### config.mk
export PLATFORM = sky130hd
export DESIGN_NAME = rv_dmem_arb_flat
export DESIGN_NICKNAME = d
export VERILOG_FILES = /design/src/rtl/rv_dmem_pkg.sv /design/src/rtl/rv_dmem_arb_if.sv /design/src/rtl/rv_dmem_arb_pick.sv /design/src/rtl/rv_dmem_arb.sv /design/src/flat_wrapper.sv
export SDC_FILE = /design/constraint.sdc
export NUM_CORES = 1
export LEC_CHECK = 0
export BUFFER_PORTS_ARGS = -buffer_cell sky130_fd_sc_hd__buf_2
export CAP_MARGIN = 10
export CORE_AREA = 2 2 117 119
export CTS_BUF_LIST = sky130_fd_sc_hd__clkbuf_4 sky130_fd_sc_hd__clkbuf_8 sky130_fd_sc_hd__clkbuf_16
export CTS_CLUSTER_DIAMETER = 150
export DETAILED_ROUTE_END_ITERATION = 6
export DIE_AREA = 0 0 119 121
export GPL_TIMING_DRIVEN = 0
export PLACE_DENSITY = 0.76
export SLEW_MARGIN = 20
export SYNTH_ARGS = -nofsm -noshare
export SYNTH_HDL_FRONTEND = slang
export SYNTH_HIERARCHICAL = 1
export SYNTH_SLANG_ARGS = --single-unit
### constraint.sdc
create_clock -name clk -period 5.85 [get_ports clk]
set_input_delay 0 -clock clk [delete_from_list [all_inputs] [get_ports clk]]
set_output_delay 0 -clock clk [all_outputs]
set_load 0.01 [all_outputs]
### src/rtl/rv_dmem_pkg.sv
// Shared definitions for the data-memory arbiter and rv_dmem.
// FSM encoding, port indices, memory geometry, address check.
package rv_dmem_pkg;

  typedef enum logic [1:0] {
    IDLE   = 2'd0,
    ACCESS = 2'd1,
    RESP   = 2'd2
  } arb_state_e;

  localparam logic PORT0 = 1'b0;
  localparam logic PORT1 = 1'b1;

  localparam logic [31:0] DMEM_BASE  = 32'h0000_1000;
  localparam int unsigned DMEM_WORDS = 1024;

  // Word aligned and inside [base, base + 4*words).
  // The subtraction is unsigned, so addresses below base
  // wrap to large offsets and also fail the span test.
  function automatic logic addr_ok(
    input logic [31:0] addr,
    input logic [31:0] base,
    input int unsigned words
  );
    logic [31:0] off;
    logic [31:0] span;
    off  = addr - base;
    span = 32'(words << 2);
    return (addr[1:0] == 2'b00) &&
           (addr >= base) &&
           (off < span);
  endfunction

endpackage

### src/rtl/rv_dmem_arb_if.sv
// One requester port of rv_dmem_arb: req/we/addr/wdata in,
// gnt/rvalid/rdata/err out. master = requester, slave = arbiter.
interface rv_dmem_arb_if;

  logic        req;
  logic        we;
  logic [31:0] addr;
  logic [31:0] wdata;
  logic        gnt;
  logic        rvalid;
  logic [31:0] rdata;
  logic        err;

  modport master (
    output req,
    output we,
    output addr,
    output wdata,
    input  gnt,
    input  rvalid,
    input  rdata,
    input  err
  );

  modport slave (
    input  req,
    input  we,
    input  addr,
    input  wdata,
    output gnt,
    output rvalid,
    output rdata,
    output err
  );

endinterface

### src/rtl/rv_dmem_arb_pick.sv
// Two-way winner picker: req[1:0], last -> one-hot win[1:0].
// DMEM_ARB_RR_EN selects round-robin; otherwise port 0 wins ties.
module rv_dmem_arb_pick (
  input  logic [1:0] req,
  input  logic       last,
  output logic [1:0] win
);

`ifdef DMEM_ARB_RR_EN

  // On a tie, favour the port that was not granted last.
  always_comb begin
    win = 2'b00;
    unique case (1'b1)
      (req == 2'b11): win = last ? 2'b01 : 2'b10;
      (req == 2'b01): win = 2'b01;
      (req == 2'b10): win = 2'b10;
      default:        win = 2'b00;
    endcase
  end

`else

  logic unused_last;
  assign unused_last = last;

  always_comb begin
    win = 2'b00;
    unique case (1'b1)
      req[0]:         win = 2'b01;
      (req == 2'b10): win = 2'b10;
      default:        win = 2'b00;
    endcase
  end

`endif

endmodule

### src/rtl/rv_dmem_arb.sv
// Two-port arbiter/sequencer in front of rv_dmem (IDLE->ACCESS->RESP).
// Ports: clk, rst_n, m0/m1 (rv_dmem_arb_if.slave), mem_we/addr/wdata out,
// mem_rdata in. Macro DMEM_ARB_RR_EN enables round-robin tie-breaking.
module rv_dmem_arb
  import rv_dmem_pkg::*;
#(
  parameter logic [31:0] BASE  = DMEM_BASE,
  parameter int unsigned WORDS = DMEM_WORDS
) (
  input  logic         clk,
  input  logic         rst_n,
  rv_dmem_arb_if.slave m0,
  rv_dmem_arb_if.slave m1,
  output logic         mem_we,
  output logic [31:0]  mem_addr,
  output logic [31:0]  mem_wdata,
  input  logic [31:0]  mem_rdata
);

  arb_state_e  state;
  arb_state_e  state_n;

  logic [1:0]  req;
  logic [1:0]  win;
  logic        last;
  logic        idle;
  logic        grant;

  logic        cmd_we;
  logic [31:0] cmd_addr;
  logic [31:0] cmd_wdata;
  logic        owner;

  logic        ok;
  logic [31:0] rdata_q;
  logic        err_q;
  logic        resp;

  assign req   = {m1.req, m0.req};
  assign idle  = (state == IDLE);
  assign grant = idle & (|req);

  rv_dmem_arb_pick u_pick (
    .req  (req),
    .last (last),
    .win  (win)
  );

  assign m0.gnt = idle & win[0];
  assign m1.gnt = idle & win[1];

`ifdef DMEM_ARB_RR_EN

  // Port that won the most recent grant; port 1 after reset
  // so that port 0 takes the first tie.
  always_ff @(posedge clk or negedge rst_n) begin
    if (!rst_n) begin
      last <= PORT1;
    end else if (grant) begin
      last <= win[1];
    end
  end

`else

  assign last = PORT1;

`endif

  always_comb begin
    state_n = IDLE;
    case (state)
      IDLE:    state_n = grant ? ACCESS : IDLE;
      ACCESS:  state_n = RESP;
      RESP:    state_n = IDLE;
      default: state_n = IDLE;
    endcase
  end

  always_ff @(posedge clk or negedge rst_n) begin
    if (!rst_n) begin
      state <= IDLE;
    end else begin
      state <= state_n;
    end
  end

  always_ff @(posedge clk or negedge rst_n) begin
    if (!rst_n) begin
      cmd_we    <= 1'b0;
      cmd_addr  <= 32'h0;
      cmd_wdata <= 32'h0;
      owner     <= PORT0;
    end else if (grant) begin
      cmd_we    <= win[1] ? m1.we    : m0.we;
      cmd_addr  <= win[1] ? m1.addr  : m0.addr;
      cmd_wdata <= win[1] ? m1.wdata : m0.wdata;
      owner     <= win[1];
    end
  end

  assign ok        = addr_ok(cmd_addr, BASE, WORDS);
  assign mem_addr  = cmd_addr;
  assign mem_wdata = cmd_wdata;
  assign mem_we    = (state == ACCESS) & cmd_we & ok;

  // Read data is captured at the same edge that commits a write.
  always_ff @(posedge clk or negedge rst_n) begin
    if (!rst_n) begin
      rdata_q <= 32'h0;
      err_q   <= 1'b0;
    end else if (state == ACCESS) begin
      rdata_q <= (!cmd_we && ok) ? mem_rdata : 32'h0;
      err_q   <= !ok;
    end
  end

  assign resp = (state == RESP);

  assign m0.rvalid = resp & (owner == PORT0);
  assign m0.rdata  = m0.rvalid ? rdata_q : 32'h0;
  assign m0.err    = m0.rvalid & err_q;

  assign m1.rvalid = resp & (owner == PORT1);
  assign m1.rdata  = m1.rvalid ? rdata_q : 32'h0;
  assign m1.err    = m1.rvalid & err_q;

endmodule

### src/flat_wrapper.sv
// flat-port wrapper written by rule: the top's interface ports become plain ports
module rv_dmem_arb_flat import rv_dmem_pkg::*;
#(
  parameter logic [31:0] BASE  = DMEM_BASE,
  parameter int unsigned WORDS = DMEM_WORDS
)
  (clk, rst_n, mem_we, mem_addr, mem_wdata, mem_rdata, m0_req, m0_we, m0_addr, m0_wdata, m0_gnt, m0_rvalid, m0_rdata, m0_err, m1_req, m1_we, m1_addr, m1_wdata, m1_gnt, m1_rvalid, m1_rdata, m1_err);
  rv_dmem_arb_if m0_i ();
  rv_dmem_arb_if m1_i ();
  input  logic clk;
  input  logic rst_n;
  output logic mem_we;
  output logic [31:0] mem_addr;
  output logic [31:0] mem_wdata;
  input  logic [31:0] mem_rdata;
  input wire logic [$bits(m0_i.req)-1:0] m0_req;
  input wire logic [$bits(m0_i.we)-1:0] m0_we;
  input wire logic [$bits(m0_i.addr)-1:0] m0_addr;
  input wire logic [$bits(m0_i.wdata)-1:0] m0_wdata;
  output wire logic [$bits(m0_i.gnt)-1:0] m0_gnt;
  output wire logic [$bits(m0_i.rvalid)-1:0] m0_rvalid;
  output wire logic [$bits(m0_i.rdata)-1:0] m0_rdata;
  output wire logic [$bits(m0_i.err)-1:0] m0_err;
  input wire logic [$bits(m1_i.req)-1:0] m1_req;
  input wire logic [$bits(m1_i.we)-1:0] m1_we;
  input wire logic [$bits(m1_i.addr)-1:0] m1_addr;
  input wire logic [$bits(m1_i.wdata)-1:0] m1_wdata;
  output wire logic [$bits(m1_i.gnt)-1:0] m1_gnt;
  output wire logic [$bits(m1_i.rvalid)-1:0] m1_rvalid;
  output wire logic [$bits(m1_i.rdata)-1:0] m1_rdata;
  output wire logic [$bits(m1_i.err)-1:0] m1_err;
  assign m0_i.req = m0_req;
  assign m0_i.we = m0_we;
  assign m0_i.addr = m0_addr;
  assign m0_i.wdata = m0_wdata;
  assign m0_gnt = m0_i.gnt;
  assign m0_rvalid = m0_i.rvalid;
  assign m0_rdata = m0_i.rdata;
  assign m0_err = m0_i.err;
  assign m1_i.req = m1_req;
  assign m1_i.we = m1_we;
  assign m1_i.addr = m1_addr;
  assign m1_i.wdata = m1_wdata;
  assign m1_gnt = m1_i.gnt;
  assign m1_rvalid = m1_i.rvalid;
  assign m1_rdata = m1_i.rdata;
  assign m1_err = m1_i.err;
  rv_dmem_arb #(.BASE(BASE), .WORDS(WORDS)) u_core (.clk(clk), .rst_n(rst_n), .m0(m0_i), .m1(m1_i), .mem_we(mem_we), .mem_addr(mem_addr), .mem_wdata(mem_wdata), .mem_rdata(mem_rdata));
endmodule
# Yosys cells after proc, flatten, opt, wreduce, memory -nomap -nowiden
# Index checks and enable logic that the tools add are counted.
[word_totals]
reg_bits = 101
latch_bits = 0
mem_bits_rw = 0
rom_bits = 0
in_bits = 166
output_inout_bits = 135
word_cells = 40
memories = 0
[op_classes]
n_addsub = 1
multipliers = 0
div = 0
n_lt_le_gt_ge = 2
eq_ne = 3
shift = 0
mux = 9
bitwise_logic = 10
n_reduce_logical = 8
[ops]
columns = ["operator", "n"]
rows = [
  ["$mux W32", 5],
  ["$ge A32 B13 Y1 const B", 1],
  ["$lt A32 B13 Y1 const B", 1],
  ["$sub A32 B13 Y32 const B", 1],
  ["$and A1 B1 Y1", 9],
  ["$pmux W2 S2", 2],
  ["$eq A2 B2 Y1 const B", 2],
  ["$logic_not A2 Y1", 2],
  ["$logic_and A1 B1 Y1", 3],
  ["$eq A2 B1 Y1 const B", 1],
  ["$logic_not A1 Y1", 2],
  ["$mux W1", 2],
  ["$reduce_or A2 Y1", 1],
  ["$not A1 Y1", 1],
]

# Depth between registers and ports, before layout
[logic_depth]
ltp_word = 5
mapped_depth = 6

# Hierarchy
# Netlist, hierarchy kept.
[modules_own_cells]
columns = ["module", "n_inst", "cells_each", "area_each_um2", "seq_area_each_um2"]
rows = [
  ["rv_dmem_arb", 1, 458, 5466.5, 2527.4],
  ["rv_dmem_arb_pick", 1, 2, 10.0, 0.0],
]

# Worst setup path after synthesis
# Ideal clock, no wire load.
[synth_timing]
path_type = "reg2reg"
start = "register u_core.cmd_addr[24], in the netlist u_core/mem_addr[24]"
end = "register u_core.rdata_q[10]"
setup_time_ps = 93
t_arrival_ps = 1971
t_required_ps = 5757
slack_ps = 3786
stages_incl_launch_ff = 6
n_path_buf = 2
cell_sequence = "dfrtp_1 > or4_4 > or4_4 > buf_6 > buf_12 > o31ai_2"
[synth_between]
elab_chain_len = 5
elab_cells_between_ends = 7
classes_between = "1 x add/sub; 2 x order compare; 1 x mux; 3 x reduce/logical"
[synth_lines]
columns = ["item", "line_no", "text"]
rows = [
  ["start: declaration", "rv_dmem_arb.sv:30", "logic [31:0] cmd_addr;"],
  ["start signal: assignment", "rv_dmem_arb.sv:96", "cmd_addr <= win[1] ? m1.addr : m0.addr;"],
  ["$sub A32 B13 Y32 / $ge A32 B13 Y1 (equally long branches)", "rv_dmem_pkg.sv:27, rv_dmem_pkg.sv:30", ""],
  ["$lt A32 B13 Y1 / $logic_and A1 B1 Y1 (equally long branches)", "rv_dmem_pkg.sv:31, rv_dmem_pkg.sv:29", ""],
  ["$logic_and A1 B1 Y1 *", "rv_dmem_pkg.sv:30", "(addr >= base) &&"],
  ["$logic_and A1 B1 Y1 *", "rv_dmem_arb.sv:113", "rdata_q <= (!cmd_we && ok) ? mem_rdata : 32'h0;"],
  ["$mux W32 *", "rv_dmem_arb.sv:113", ""],
  ["end signal: assignment", "rv_dmem_arb.sv:113", ""],
  ["end: declaration", "rv_dmem_arb.sv:35", "logic [31:0] rdata_q;"],
]
# Mark *: on every way between the ends. The rest lies on a longest branch, timed or not.
# A chain may end at the register's enable or synchronous reset.

# Final worst setup path
[layout_timing]
start = "register u_core.state[0]"
end = "register u_core.cmd_addr[24], in the netlist u_core/mem_addr[24]"
[layout_between]
elab_chain_len = 2
[layout_lines]
columns = ["item", "line_no", "text"]
rows = [
  ["start: declaration", "rv_dmem_arb.sv:20", "arb_state_e state;"],
  ["start signal: assignment", "rv_dmem_arb.sv:84", "state <= state_n;"],
  ["$logic_not A2 Y1", "rv_dmem_arb.sv:40", "assign idle = (state == IDLE);"],
  ["$and A1 B1 Y1", "rv_dmem_arb.sv:41", "assign grant = idle & (|req);"],
  ["via u_core.grant", "rv_dmem_arb.sv:27", "logic grant;"],
]
# The timed path passes the listed nets, and every way through them passes these cells.

==> flow_summary.toml <==
[min_path]
hold_path_startpoint = "m1_wdata[10]"
holdPathEnd = "u_core/mem_wdata[10]$_DFFE_PN0P_"
hp-class = "in2reg"
hold_depth = 3

[pwr]
p_int_uw = 1893
power_switching_uw = 1105
seqPwrFrac = 0.368
power.density_nw_per_um2 = 380.8
comb_power_share = 0.420
total_power_uw = 2998
clkPwrFrac = 0.212
leakage_uw = 0.003815
peakVddDrop_mv = 0.2374
switching_share = 0.3685

[layout]
fill_cells = 1102
mostFrequentLayoutCell = "buf_2"
nets = 970
antenna_cells = 0
layout_common_cells = "301 x buf_2, 131 x mux2_2, 101 x dfrtp_1, 66 x and2_1"
areaGrowthSynthToFinish_pct = 43.87
final-seq-area_um2 = 2527
drive_above_1_share = 0.6007
multi_input_area_um2 = 2740
stdcell_count = 985

[placement]
port_buffers = 300
dp_cells = 936
place_hpwl_mm = 12.13
routabilityCongestion = 0.7932

[die]
die_x_um = 119
fp.dieArea_um2 = 14400
ios = 301
die_h_um = 121
core_region_area_um2 = 13090
start_util = 0.4182
rows = 42

[critical_path]
crit_cells = 4
path_class = "reg2reg"
crit_slowest_cell = "buf_1"
r2r-end = "u_core/mem_addr[24]$_DFFE_PN0P_"
critPathMaxStageDelay_ns = 0.53
worstSetupStartpointType = "flip-flop"
regToRegSetupSlack_ns = 3.47
rr_worst_depth = 4
path_cells = "nor3_1, clkbuf_1, buf_1, mux2_2"
critPathBufInv = 2
cp.required_ns = 6.07
arrival_ns = 2.60
path_max_fanout = 10
rr_startpoint = "u_core/state[0]$_DFF_PN0_"
setup.worst_path.end_class = "flip-flop"
critical-path-top-delay-family = "buffers and inverters"

[timing]
tightestPinTransition_ns = 0.9736
fmax_mhz = 419.8
min_period_ns = 2.382
setup_violations = 0
finalClockSkew_ns = 0.009003
slew_viol_final = 0
hold_violations = 0
timing.setup.tns_ns = 0
slew_headroom = 0.3495
rsz0062_at_grt = "false"
fin_crit_sh = 0.4072

[grt]
grt.total_usage = 0.2219
antenna_found_initial = 0
grt_pass1_wl_mm = 25.27
grt_start_max_net_pins = 64
grt_pass1_vias = 4916
grt.overflow.total = 0

[cts]
clock_path_buffers = 2
cts_max_level = 3
cts_sinks = 101
cts_tree = "yes"
cts_buffers = 9
cts_resized = 0
cts_root_buf = "clkbuf_16"
ctsHoldBuffers = 33
clock_latency_ns = 0.34
clk_pin_slew_ns = 0.07
cts_setup_buffers = 0

[route]
drt_iter0_drc = 173
dr.pass1.iters = 6
drc = 0
wire_per_inst_um = 16.11
vias_per_cell = 4.930
routed_wl_mm = 15.87
vias = 4856
drtAntennaViolNets = 0

[yosys]
synth_warnings = 6
avgSynthCellArea_um2 = 11.92
synth_cells = 459
syn_nets = 625
synth_area_um2 = 5473

[run_status]
status = "finished, final reports clean"

[run]
cap_violations = 0
## per-layer routing
layer,track usage,share of wire,up-vias
li1,-,-,2319
met1,0.2685,0.41,2322
met2,0.3901,0.51,192
met3,0.04746,0.064,23
met4,0.08036,0.019,0
met5,0,0,-
## metrics by stage
stage | hold WS (ns) | setup WS, ns | cell area [µm²] | util
floorplan | -0.2956 | 3.786 | 5473 | -
global placement | 0.2518 | 3.509 | 7194 | 0.5498
detailed placement | -0.06828 | 3.469 | 7228 | 0.5524
CTS | 0.005861 | 3.463 | 7874 | 0.6017
global route | 0.01532 | 3.285 | 7874 | 0.6017
finish | 0.01715 | 3.468 | 7874 | 0.6017
## state kept, by name, summed over array words and instances (netlist names)
name / count
u_core/rdata_q: 32
u_core/owner: 1
u_core/err_q: 1
u_core/state: 2
u_core/mem_addr: 32
u_core/mem_wdata: 32
u_core/cmd_we: 1
## power groups by stage
stage	registers (µW)	clock network (µW)	logic [µW]
3_3_place_gp	1110	0	1230
2_1_floorplan	1200	0	635
5_1_grt	1140	677	1360
3_5_place_dp	1120	0	1250
6_report	1100	636	1260
4_1_cts	1110	655	1270
## cell type report
type                       instances  area share
multi-input combinational        319      0.3480
sequential                       101      0.3210
timing repair buffer             334      0.2369
clock buffer                       9     0.02860
tap                              176     0.02797
buffer                            38     0.02558
clock inverter                     7     0.01144
inverter                           1   0.0004767
## worst max-delay path by stage
stage,from,endpoint,slack (ns)
finish,u_core/state[0]$_DFF_PN0_,u_core/mem_addr[24]$_DFFE_PN0P_,3.47
global route,u_core/state[0]$_DFF_PN0_,u_core/mem_addr[26]$_DFFE_PN0P_,3.29
CTS,u_core/state[0]$_DFF_PN0_,m0_rdata[5],3.46
detailed placement,u_core/state[0]$_DFF_PN0_,u_core/mem_addr[22]$_DFFE_PN0P_,3.47
global placement,u_core/state[0]$_DFF_PN0_,u_core/mem_addr[23]$_DFFE_PN0P_,3.51
floorplan,u_core/mem_addr[24]$_DFFE_PN0P_,u_core/rdata_q[10]$_DFFE_PN0P_,3.79
## worst register-to-register path, delay by kind of cell (launching register included)
kind	cells	cell delay (ns)
simple gates	1	0.39
flops	1	0.45
mux	1	0.40
buf+inv	2	1.03
(Power assumes the default switching activity.)
